--- config.mk ---
export PLATFORM = sky130hd
export DESIGN_NAME = mips_axi_lite_host_master_flat
export DESIGN_NICKNAME = d
export VERILOG_FILES = /design/src/rtl/mips_axi_lite_host_master_pkg.sv /design/src/rtl/mips_axi_lite_host_master_if.sv /design/src/rtl/mips_axi_lite_host_master.sv /design/src/flat_wrapper.sv
export SDC_FILE = /design/constraint.sdc
export NUM_CORES = 1
export LEC_CHECK = 0
export ABC_AREA = 1
export ABC_CLOCK_PERIOD_IN_PS = 2000
export CORE_ASPECT_RATIO = 0.6
export CORE_UTILIZATION = 43
export CTS_CLUSTER_SIZE = 28
export DETAILED_ROUTE_END_ITERATION = 6
export PLACE_DENSITY = 0.8
export SETUP_SLACK_MARGIN = 0.05
export SLEW_MARGIN = 20
export SYNTH_ARGS = -nofsm -noshare
export SYNTH_HDL_FRONTEND = slang
export SYNTH_SLANG_ARGS = --single-unit
export TNS_END_PERCENT = 1
--- constraint.sdc ---
create_clock -name mips_cpu_clk -period 2 [get_ports mips_cpu_clk]
set_clock_uncertainty 0.2 [all_clocks]
set_input_delay 0.3 -clock mips_cpu_clk [delete_from_list [all_inputs] [get_ports mips_cpu_clk]]
set_output_delay 0.3 -clock mips_cpu_clk [all_outputs]
set_load 0.05 [all_outputs]
--- src/rtl/mips_axi_lite_host_master_pkg.sv ---
// Shared definitions for the host-side AXI4-Lite master that feeds the MIPS CPU MMIO port:
// bus widths, AXI response codes and the master FSM state encoding.
package mips_axi_pkg;

  localparam int ADDR_W = 14;
  localparam int DATA_W = 32;

  localparam logic [1:0] RESP_OKAY   = 2'b00;
  localparam logic [1:0] RESP_SLVERR = 2'b10;
  localparam logic [1:0] RESP_DECERR = 2'b11;

  typedef enum logic [2:0] {
    ST_IDLE = 3'd0,
    ST_WR   = 3'd1,
    ST_WR_B = 3'd2,
    ST_RD_A = 3'd3,
    ST_RD_R = 3'd4,
    ST_RSP  = 3'd5
  } state_t;

  // Only word-aligned accesses are forwarded to the CPU slave port.
  function automatic logic misaligned(input logic [1:0] addr_lsb);
    return addr_lsb != 2'b00;
  endfunction

endpackage

--- src/rtl/mips_axi_lite_host_master_if.sv ---
// Command/response port plus AXI4-Lite master channels for the host master.
// Every channel transfers on a clock edge where valid & ready are both high; a raised valid
// keeps its payload stable until that edge and ready never waits on anything but valid.
interface mips_axi_lite_host_master_if #(
  parameter int ADDR_W = mips_axi_pkg::ADDR_W,
  parameter int DATA_W = mips_axi_pkg::DATA_W
);

  logic              cmd_valid;
  logic              cmd_ready;
  logic              cmd_write;
  logic [ADDR_W-1:0] cmd_addr;
  logic [DATA_W-1:0] cmd_wdata;
  logic [3:0]        cmd_wstrb;

  logic              rsp_valid;
  logic              rsp_ready;
  logic              rsp_write;
  logic [DATA_W-1:0] rsp_rdata;
  logic [1:0]        rsp_resp;

  logic [ADDR_W-1:0] m_axi_araddr;
  logic              m_axi_arvalid;
  logic              m_axi_arready;
  logic [ADDR_W-1:0] m_axi_awaddr;
  logic              m_axi_awvalid;
  logic              m_axi_awready;
  logic [DATA_W-1:0] m_axi_wdata;
  logic [3:0]        m_axi_wstrb;
  logic              m_axi_wvalid;
  logic              m_axi_wready;
  logic [1:0]        m_axi_bresp;
  logic              m_axi_bvalid;
  logic              m_axi_bready;
  logic [DATA_W-1:0] m_axi_rdata;
  logic [1:0]        m_axi_rresp;
  logic              m_axi_rvalid;
  logic              m_axi_rready;

  modport master (
    input  cmd_valid, cmd_write, cmd_addr, cmd_wdata, cmd_wstrb, rsp_ready,
    input  m_axi_arready, m_axi_awready, m_axi_wready,
    input  m_axi_bresp, m_axi_bvalid, m_axi_rdata, m_axi_rresp, m_axi_rvalid,
    output cmd_ready, rsp_valid, rsp_write, rsp_rdata, rsp_resp,
    output m_axi_araddr, m_axi_arvalid, m_axi_awaddr, m_axi_awvalid,
    output m_axi_wdata, m_axi_wstrb, m_axi_wvalid, m_axi_bready, m_axi_rready
  );

  modport slave (
    output cmd_valid, cmd_write, cmd_addr, cmd_wdata, cmd_wstrb, rsp_ready,
    output m_axi_arready, m_axi_awready, m_axi_wready,
    output m_axi_bresp, m_axi_bvalid, m_axi_rdata, m_axi_rresp, m_axi_rvalid,
    input  cmd_ready, rsp_valid, rsp_write, rsp_rdata, rsp_resp,
    input  m_axi_araddr, m_axi_arvalid, m_axi_awaddr, m_axi_awvalid,
    input  m_axi_wdata, m_axi_wstrb, m_axi_wvalid, m_axi_bready, m_axi_rready
  );

endinterface

--- src/rtl/mips_axi_lite_host_master.sv ---
// Single-outstanding AXI4-Lite initiator: turns one host command into one AXI read or write
// on the CPU MMIO port and returns the AXI response code and read data.
module mips_axi_lite_host_master
  import mips_axi_pkg::*;
(
  input  logic                        mips_cpu_clk,
  input  logic                        mips_cpu_reset,
  mips_axi_lite_host_master_if.master bus,
  output state_t                      dbg_state
);

  state_t state;
  logic   aw_done;
  logic   w_done;
  logic   aw_hs;
  logic   w_hs;

  assign aw_hs     = bus.m_axi_awvalid & bus.m_axi_awready;
  assign w_hs      = bus.m_axi_wvalid & bus.m_axi_wready;
  assign dbg_state = state;

  always_ff @(posedge mips_cpu_clk or negedge mips_cpu_reset) begin
    if (!mips_cpu_reset) begin
      state             <= ST_IDLE;
      aw_done           <= 1'b0;
      w_done            <= 1'b0;
      bus.cmd_ready     <= 1'b0;
      bus.rsp_valid     <= 1'b0;
      bus.rsp_write     <= 1'b0;
      bus.rsp_rdata     <= '0;
      bus.rsp_resp      <= RESP_OKAY;
      bus.m_axi_araddr  <= '0;
      bus.m_axi_arvalid <= 1'b0;
      bus.m_axi_awaddr  <= '0;
      bus.m_axi_awvalid <= 1'b0;
      bus.m_axi_wdata   <= '0;
      bus.m_axi_wstrb   <= '0;
      bus.m_axi_wvalid  <= 1'b0;
      bus.m_axi_bready  <= 1'b0;
      bus.m_axi_rready  <= 1'b0;
    end else begin
      case (state)
        ST_IDLE: begin
          bus.cmd_ready <= 1'b1;
          if (bus.cmd_valid && bus.cmd_ready) begin
            bus.cmd_ready <= 1'b0;
            if (misaligned(bus.cmd_addr[1:0])) begin
              // Rejected locally; the CPU port never sees the access.
              bus.rsp_write <= bus.cmd_write;
              bus.rsp_rdata <= '0;
              bus.rsp_resp  <= RESP_SLVERR;
              bus.rsp_valid <= 1'b1;
              state         <= ST_RSP;
            end else if (bus.cmd_write) begin
              bus.m_axi_awaddr  <= bus.cmd_addr;
              bus.m_axi_wdata   <= bus.cmd_wdata;
              bus.m_axi_wstrb   <= bus.cmd_wstrb;
              bus.m_axi_awvalid <= 1'b1;
              bus.m_axi_wvalid  <= 1'b1;
              aw_done           <= 1'b0;
              w_done            <= 1'b0;
              state             <= ST_WR;
            end else begin
              bus.m_axi_araddr  <= bus.cmd_addr;
              bus.m_axi_arvalid <= 1'b1;
              state             <= ST_RD_A;
            end
          end
        end

        ST_WR: begin
          // AW and W complete independently; leave once both have been accepted.
          if (aw_hs) begin
            bus.m_axi_awvalid <= 1'b0;
            aw_done           <= 1'b1;
          end
          if (w_hs) begin
            bus.m_axi_wvalid <= 1'b0;
            w_done           <= 1'b1;
          end
          if ((aw_done || aw_hs) && (w_done || w_hs)) begin
            bus.m_axi_bready <= 1'b1;
            state            <= ST_WR_B;
          end
        end

        ST_WR_B: begin
          if (bus.m_axi_bvalid) begin
            bus.m_axi_bready <= 1'b0;
            bus.rsp_write    <= 1'b1;
            bus.rsp_rdata    <= '0;
            bus.rsp_resp     <= bus.m_axi_bresp;
            bus.rsp_valid    <= 1'b1;
            state            <= ST_RSP;
          end
        end

        ST_RD_A: begin
          if (bus.m_axi_arready) begin
            bus.m_axi_arvalid <= 1'b0;
            bus.m_axi_rready  <= 1'b1;
            state             <= ST_RD_R;
          end
        end

        ST_RD_R: begin
          if (bus.m_axi_rvalid) begin
            bus.m_axi_rready <= 1'b0;
            bus.rsp_write    <= 1'b0;
            bus.rsp_rdata    <= bus.m_axi_rdata;
            bus.rsp_resp     <= bus.m_axi_rresp;
            bus.rsp_valid    <= 1'b1;
            state            <= ST_RSP;
          end
        end

        ST_RSP: begin
          if (bus.rsp_ready) begin
            bus.rsp_valid <= 1'b0;
            bus.cmd_ready <= 1'b1;
            state         <= ST_IDLE;
          end
        end

        default: state <= ST_IDLE;
      endcase
    end
  end

endmodule

--- src/flat_wrapper.sv ---
// flat-port wrapper written by rule: the top's interface ports become plain ports
module mips_axi_lite_host_master_flat import mips_axi_pkg::*;
  (mips_cpu_clk, mips_cpu_reset, dbg_state, bus_cmd_valid, bus_cmd_write, bus_cmd_addr, bus_cmd_wdata, bus_cmd_wstrb, bus_rsp_ready, bus_m_axi_arready, bus_m_axi_awready, bus_m_axi_wready, bus_m_axi_bresp, bus_m_axi_bvalid, bus_m_axi_rdata, bus_m_axi_rresp, bus_m_axi_rvalid, bus_cmd_ready, bus_rsp_valid, bus_rsp_write, bus_rsp_rdata, bus_rsp_resp, bus_m_axi_araddr, bus_m_axi_arvalid, bus_m_axi_awaddr, bus_m_axi_awvalid, bus_m_axi_wdata, bus_m_axi_wstrb, bus_m_axi_wvalid, bus_m_axi_bready, bus_m_axi_rready);
  mips_axi_lite_host_master_if bus_i ();
  input  logic mips_cpu_clk;
  input  logic mips_cpu_reset;
  output state_t dbg_state;
  input wire logic [$bits(bus_i.cmd_valid)-1:0] bus_cmd_valid;
  input wire logic [$bits(bus_i.cmd_write)-1:0] bus_cmd_write;
  input wire logic [$bits(bus_i.cmd_addr)-1:0] bus_cmd_addr;
  input wire logic [$bits(bus_i.cmd_wdata)-1:0] bus_cmd_wdata;
  input wire logic [$bits(bus_i.cmd_wstrb)-1:0] bus_cmd_wstrb;
  input wire logic [$bits(bus_i.rsp_ready)-1:0] bus_rsp_ready;
  input wire logic [$bits(bus_i.m_axi_arready)-1:0] bus_m_axi_arready;
  input wire logic [$bits(bus_i.m_axi_awready)-1:0] bus_m_axi_awready;
  input wire logic [$bits(bus_i.m_axi_wready)-1:0] bus_m_axi_wready;
  input wire logic [$bits(bus_i.m_axi_bresp)-1:0] bus_m_axi_bresp;
  input wire logic [$bits(bus_i.m_axi_bvalid)-1:0] bus_m_axi_bvalid;
  input wire logic [$bits(bus_i.m_axi_rdata)-1:0] bus_m_axi_rdata;
  input wire logic [$bits(bus_i.m_axi_rresp)-1:0] bus_m_axi_rresp;
  input wire logic [$bits(bus_i.m_axi_rvalid)-1:0] bus_m_axi_rvalid;
  output wire logic [$bits(bus_i.cmd_ready)-1:0] bus_cmd_ready;
  output wire logic [$bits(bus_i.rsp_valid)-1:0] bus_rsp_valid;
  output wire logic [$bits(bus_i.rsp_write)-1:0] bus_rsp_write;
  output wire logic [$bits(bus_i.rsp_rdata)-1:0] bus_rsp_rdata;
  output wire logic [$bits(bus_i.rsp_resp)-1:0] bus_rsp_resp;
  output wire logic [$bits(bus_i.m_axi_araddr)-1:0] bus_m_axi_araddr;
  output wire logic [$bits(bus_i.m_axi_arvalid)-1:0] bus_m_axi_arvalid;
  output wire logic [$bits(bus_i.m_axi_awaddr)-1:0] bus_m_axi_awaddr;
  output wire logic [$bits(bus_i.m_axi_awvalid)-1:0] bus_m_axi_awvalid;
  output wire logic [$bits(bus_i.m_axi_wdata)-1:0] bus_m_axi_wdata;
  output wire logic [$bits(bus_i.m_axi_wstrb)-1:0] bus_m_axi_wstrb;
  output wire logic [$bits(bus_i.m_axi_wvalid)-1:0] bus_m_axi_wvalid;
  output wire logic [$bits(bus_i.m_axi_bready)-1:0] bus_m_axi_bready;
  output wire logic [$bits(bus_i.m_axi_rready)-1:0] bus_m_axi_rready;
  assign bus_i.cmd_valid = bus_cmd_valid;
  assign bus_i.cmd_write = bus_cmd_write;
  assign bus_i.cmd_addr = bus_cmd_addr;
  assign bus_i.cmd_wdata = bus_cmd_wdata;
  assign bus_i.cmd_wstrb = bus_cmd_wstrb;
  assign bus_i.rsp_ready = bus_rsp_ready;
  assign bus_i.m_axi_arready = bus_m_axi_arready;
  assign bus_i.m_axi_awready = bus_m_axi_awready;
  assign bus_i.m_axi_wready = bus_m_axi_wready;
  assign bus_i.m_axi_bresp = bus_m_axi_bresp;
  assign bus_i.m_axi_bvalid = bus_m_axi_bvalid;
  assign bus_i.m_axi_rdata = bus_m_axi_rdata;
  assign bus_i.m_axi_rresp = bus_m_axi_rresp;
  assign bus_i.m_axi_rvalid = bus_m_axi_rvalid;
  assign bus_cmd_ready = bus_i.cmd_ready;
  assign bus_rsp_valid = bus_i.rsp_valid;
  assign bus_rsp_write = bus_i.rsp_write;
  assign bus_rsp_rdata = bus_i.rsp_rdata;
  assign bus_rsp_resp = bus_i.rsp_resp;
  assign bus_m_axi_araddr = bus_i.m_axi_araddr;
  assign bus_m_axi_arvalid = bus_i.m_axi_arvalid;
  assign bus_m_axi_awaddr = bus_i.m_axi_awaddr;
  assign bus_m_axi_awvalid = bus_i.m_axi_awvalid;
  assign bus_m_axi_wdata = bus_i.m_axi_wdata;
  assign bus_m_axi_wstrb = bus_i.m_axi_wstrb;
  assign bus_m_axi_wvalid = bus_i.m_axi_wvalid;
  assign bus_m_axi_bready = bus_i.m_axi_bready;
  assign bus_m_axi_rready = bus_i.m_axi_rready;
  mips_axi_lite_host_master u_core (.mips_cpu_clk(mips_cpu_clk), .mips_cpu_reset(mips_cpu_reset), .bus(bus_i), .dbg_state(dbg_state));
endmodule
==> results by group <==
Layout
  – # diodes: 0
  – Finished Core Util: 67.0%
  – Area added between synthesis and finish: 48.8%
  – # fillers: 895
  – Fraction of layout cells with a size suffix above 1: 14.5%
  – Nets: 893

Global route
  – Antenna violations before repair: 0
  – Total gr overflow: 0
  – Busiest grt layer: met2
  – Vias in the first global route: 4270
  – Total Routing Usage GR: 22.4%
  – Met3 Usage GRT: 8.10%
  – First-pass GRT wire length: 20900 um
  – GR Layer Usage met1: 29.6%
  – Largest net degree at the start of global routing: 112
  – GR met2 Demand/Resource: 35.1%

Clocking
  – CTS tree: built
  – Sinks on Clock Net: 111
  – Clk buf depth: 2
  – H-tree depth: 3
  – Worst-Skew Late Latency: 0.34 ns
  – Worst-path clk slew: 0.07 ns
  – Num CTS Buffers: 9
  – Root Buffer: clkbuf_16

Timing
  – Worst-Margin Slew: 0.616 ns
  – RSZ-0062 raised after global routing: no
  – Final min period: 1.80 ns
  – Tcrit/Tclk final: 90.0%
  – Setup TNS Final: 0 ns
  – Top achievable clock speed: 556 MHz
  – Worst Hold Slack: 0.270 ns
  – Endpoints failing hold: 0
  – Final setup vio count: 0
  – Slew Limit Fails: 0
  – Rel. slew slack: 58.9%

Synthesis
  – Post-synth cell types: 24
  – Mux cell area share after synthesis: 0%
  – Mapped Area: 4840 sq um
  – Post-Synth Simple-Gate Area: 30.6%
  – Seq/Total Area, Yosys: 57.4%
  – Mapped Cells: 592
  – Adder-cell share of the synthesized area: 0%
  – Synth Register Bits: 111
  – Compound-gate portion of the synthesized area: 3.23%
  – Largest family of logic cells by synthesized area: simple AND/OR/NAND/NOR gates
  – Synth Area in XOR/XNOR: 0%
  – Mean Syn Cell Area: 8.17 sq um
  – Yosys warns: 0
  – Post-Synthesis Net Count: 688

Outcome
  – Failing checks: design-rule violations
  – Status: finished with violations

Floorplanning
  – Die Span Y: 84.1 um
  – Num ports: 205
  – Initial core utilization: 45.0%
  – Num rows: 29
  – Core Region: 10700 sq um
  – Die Wd: 139 um
  – Die area: 11700 sq um

Detailed routing
  – Routed wire length: 12500 um
  – Initial drt markers: 227
  – DR pass1 iterations: 7
  – DRC Markers: 14
  – Via count: 4396
  – Avg WL per Cell: 13.3 um
  – ANT nets after route: 0
  – Vias per cell: 4.67

Setup path
  – Critical path endpoint category: flip-flop
  – Arrival @ worst endpoint: 1.88 ns
  – Reg2reg start: u_core.dbg_state[1]
  – CP max FO: 30
  – Setup CP Type: reg -> reg
  – Worst Setup SP: u_core.dbg_state[1]
  – Critical Path Start Type: flip-flop
  – R2R setup slack: 0.20 ns
  – Req. time, crit path: 2.08 ns

Power and ir drop
  – Peak supply drop: 0.000883 V
  – Leak: 4.16 nW
  – PD cells: 1790 nW/um^2

Placed design
  – # port buffers: 204
  – Post-DP HPWL: 9130 um
  – Routability cong.: 0.897

Hold path
  – Min-delay src: u_core.bus.rsp_rdata[18]
  – HP Class: reg -> reg

Flow run
  – Max-Cap Viols: 0
-- synth_stat cells, drive strengths merged --
cell type	instances	area [sq um]
o21ai	27	135
clkbuf	8	30.0
inv	67	254
buf	16	138
nand2	285	1110
nor2	54	243
dfrtp	111	2780
nand4	4	40.0
nand3b	1	7.51
nand3	15	80.1
a21oi	3	15.0
o22ai	1	6.26
-- stage by stage --
stage	instances	worst slack, ns	power [mW]	instance area, sq um
after floorplan	592	0.0626	8.84	4840
after global placement	924	0.0904	11.2	6930
after detailed placement	924	0.0448	11.4	6930
after CTS	941	0.127	13.0	7190
after global routing	941	0.0795	13.6	7200
final	941	0.200	12.9	7200
-- kinds of logic after synthesis --
| logic type | after synthesis |
|---|---|
| AO/OA/AOI/OAI | 31 |
| AND/OR/NAND/NOR | 359 |
| buffers and inverters | 91 |
| flip-flops | 111 |
-- layout make-up --
class                           count  area (sq um)  area share (%)
Sequential cell                   111          2780            38.6
Timing Repair Buffer              218          2040            28.4
Multi-Input combinational cell    390          1640            22.7
Clock buffer                       12           256            3.56
Inverter                           67           256            3.56
Tap cell                          139           174            2.42
Clock inverter                      4          52.6           0.730
-- worst paths after layout --
path	to	cells past startpoint
worst min-delay path	u_core.bus.rsp_rdata[18]	2
worst max-delay path	u_core.bus.rsp_rdata[16]	6
min in group asynchronous	u_core.bus.m_axi_wdata[24]	3
max in group asynchronous	u_core.dbg_state[0]	3
worst max register to register	u_core.bus.rsp_rdata[16]	6
worst min register to register	u_core.bus.rsp_rdata[18]	2
-- state kept, by name, summed over array words and instances, names as in the netlist, 2 cells and up --
name                     cells
u_core.bus.rsp_resp          2
u_core.bus.m_axi_wstrb       4
u_core.bus.m_axi_araddr     14
u_core.bus.rsp_rdata        32
u_core.bus.m_axi_awaddr     14
u_core.bus.m_axi_wdata      32
u_core.dbg_state             3
-- layout by cell type, fill, tap and decap left out, types with 14 or more instances in the layout --
cell type / n
nand2_1: 273
dfrtp_1: 109
clkdlybuf4s50_1: 94
buf_4: 70
inv_1: 64
nor2_1: 51
dlygate4sd2_1: 44
o21ai_0: 17
nand3_1: 14
-- critical path: stages, from the launching register on --
cell and delay [ns]:
dfrtp_1 0.53, a21oi_1 0.25, nand3_1 0.17, nor2_4 0.21
buf_12 0.20, nand2_1 0.07, nand2_1 0.07
-- power by group --
part	internal, mW	total [mW]	leakage (nW)	switching, mW
combinational	2.04	7.26	2.54	5.21
clock	1.05	1.83	0.153	0.783
sequential	3.18	3.79	1.47	0.613
total	6.27	12.9	4.16	6.61
-- per-layer routing --
metal | vias to the layer above | routed length, um | share of wire [%]
li1 | 2174 | - | -
met1 | 2019 | 5330 | 43
met2 | 184 | 5640 | 45
met3 | 19 | 1350 | 11
met4 | 0 | 183 | 1.5
met5 | - | 0 | 0
-- what timing repair did --
action,in CTS,in global routing
endpoints found under the hold margin,111,0
setup buffers,0,0
setup endpoints to repair,44,35
gates resized for setup,44,2
hold buffers,1,0
No activity file was read; power rests on OpenSTA's default activity.
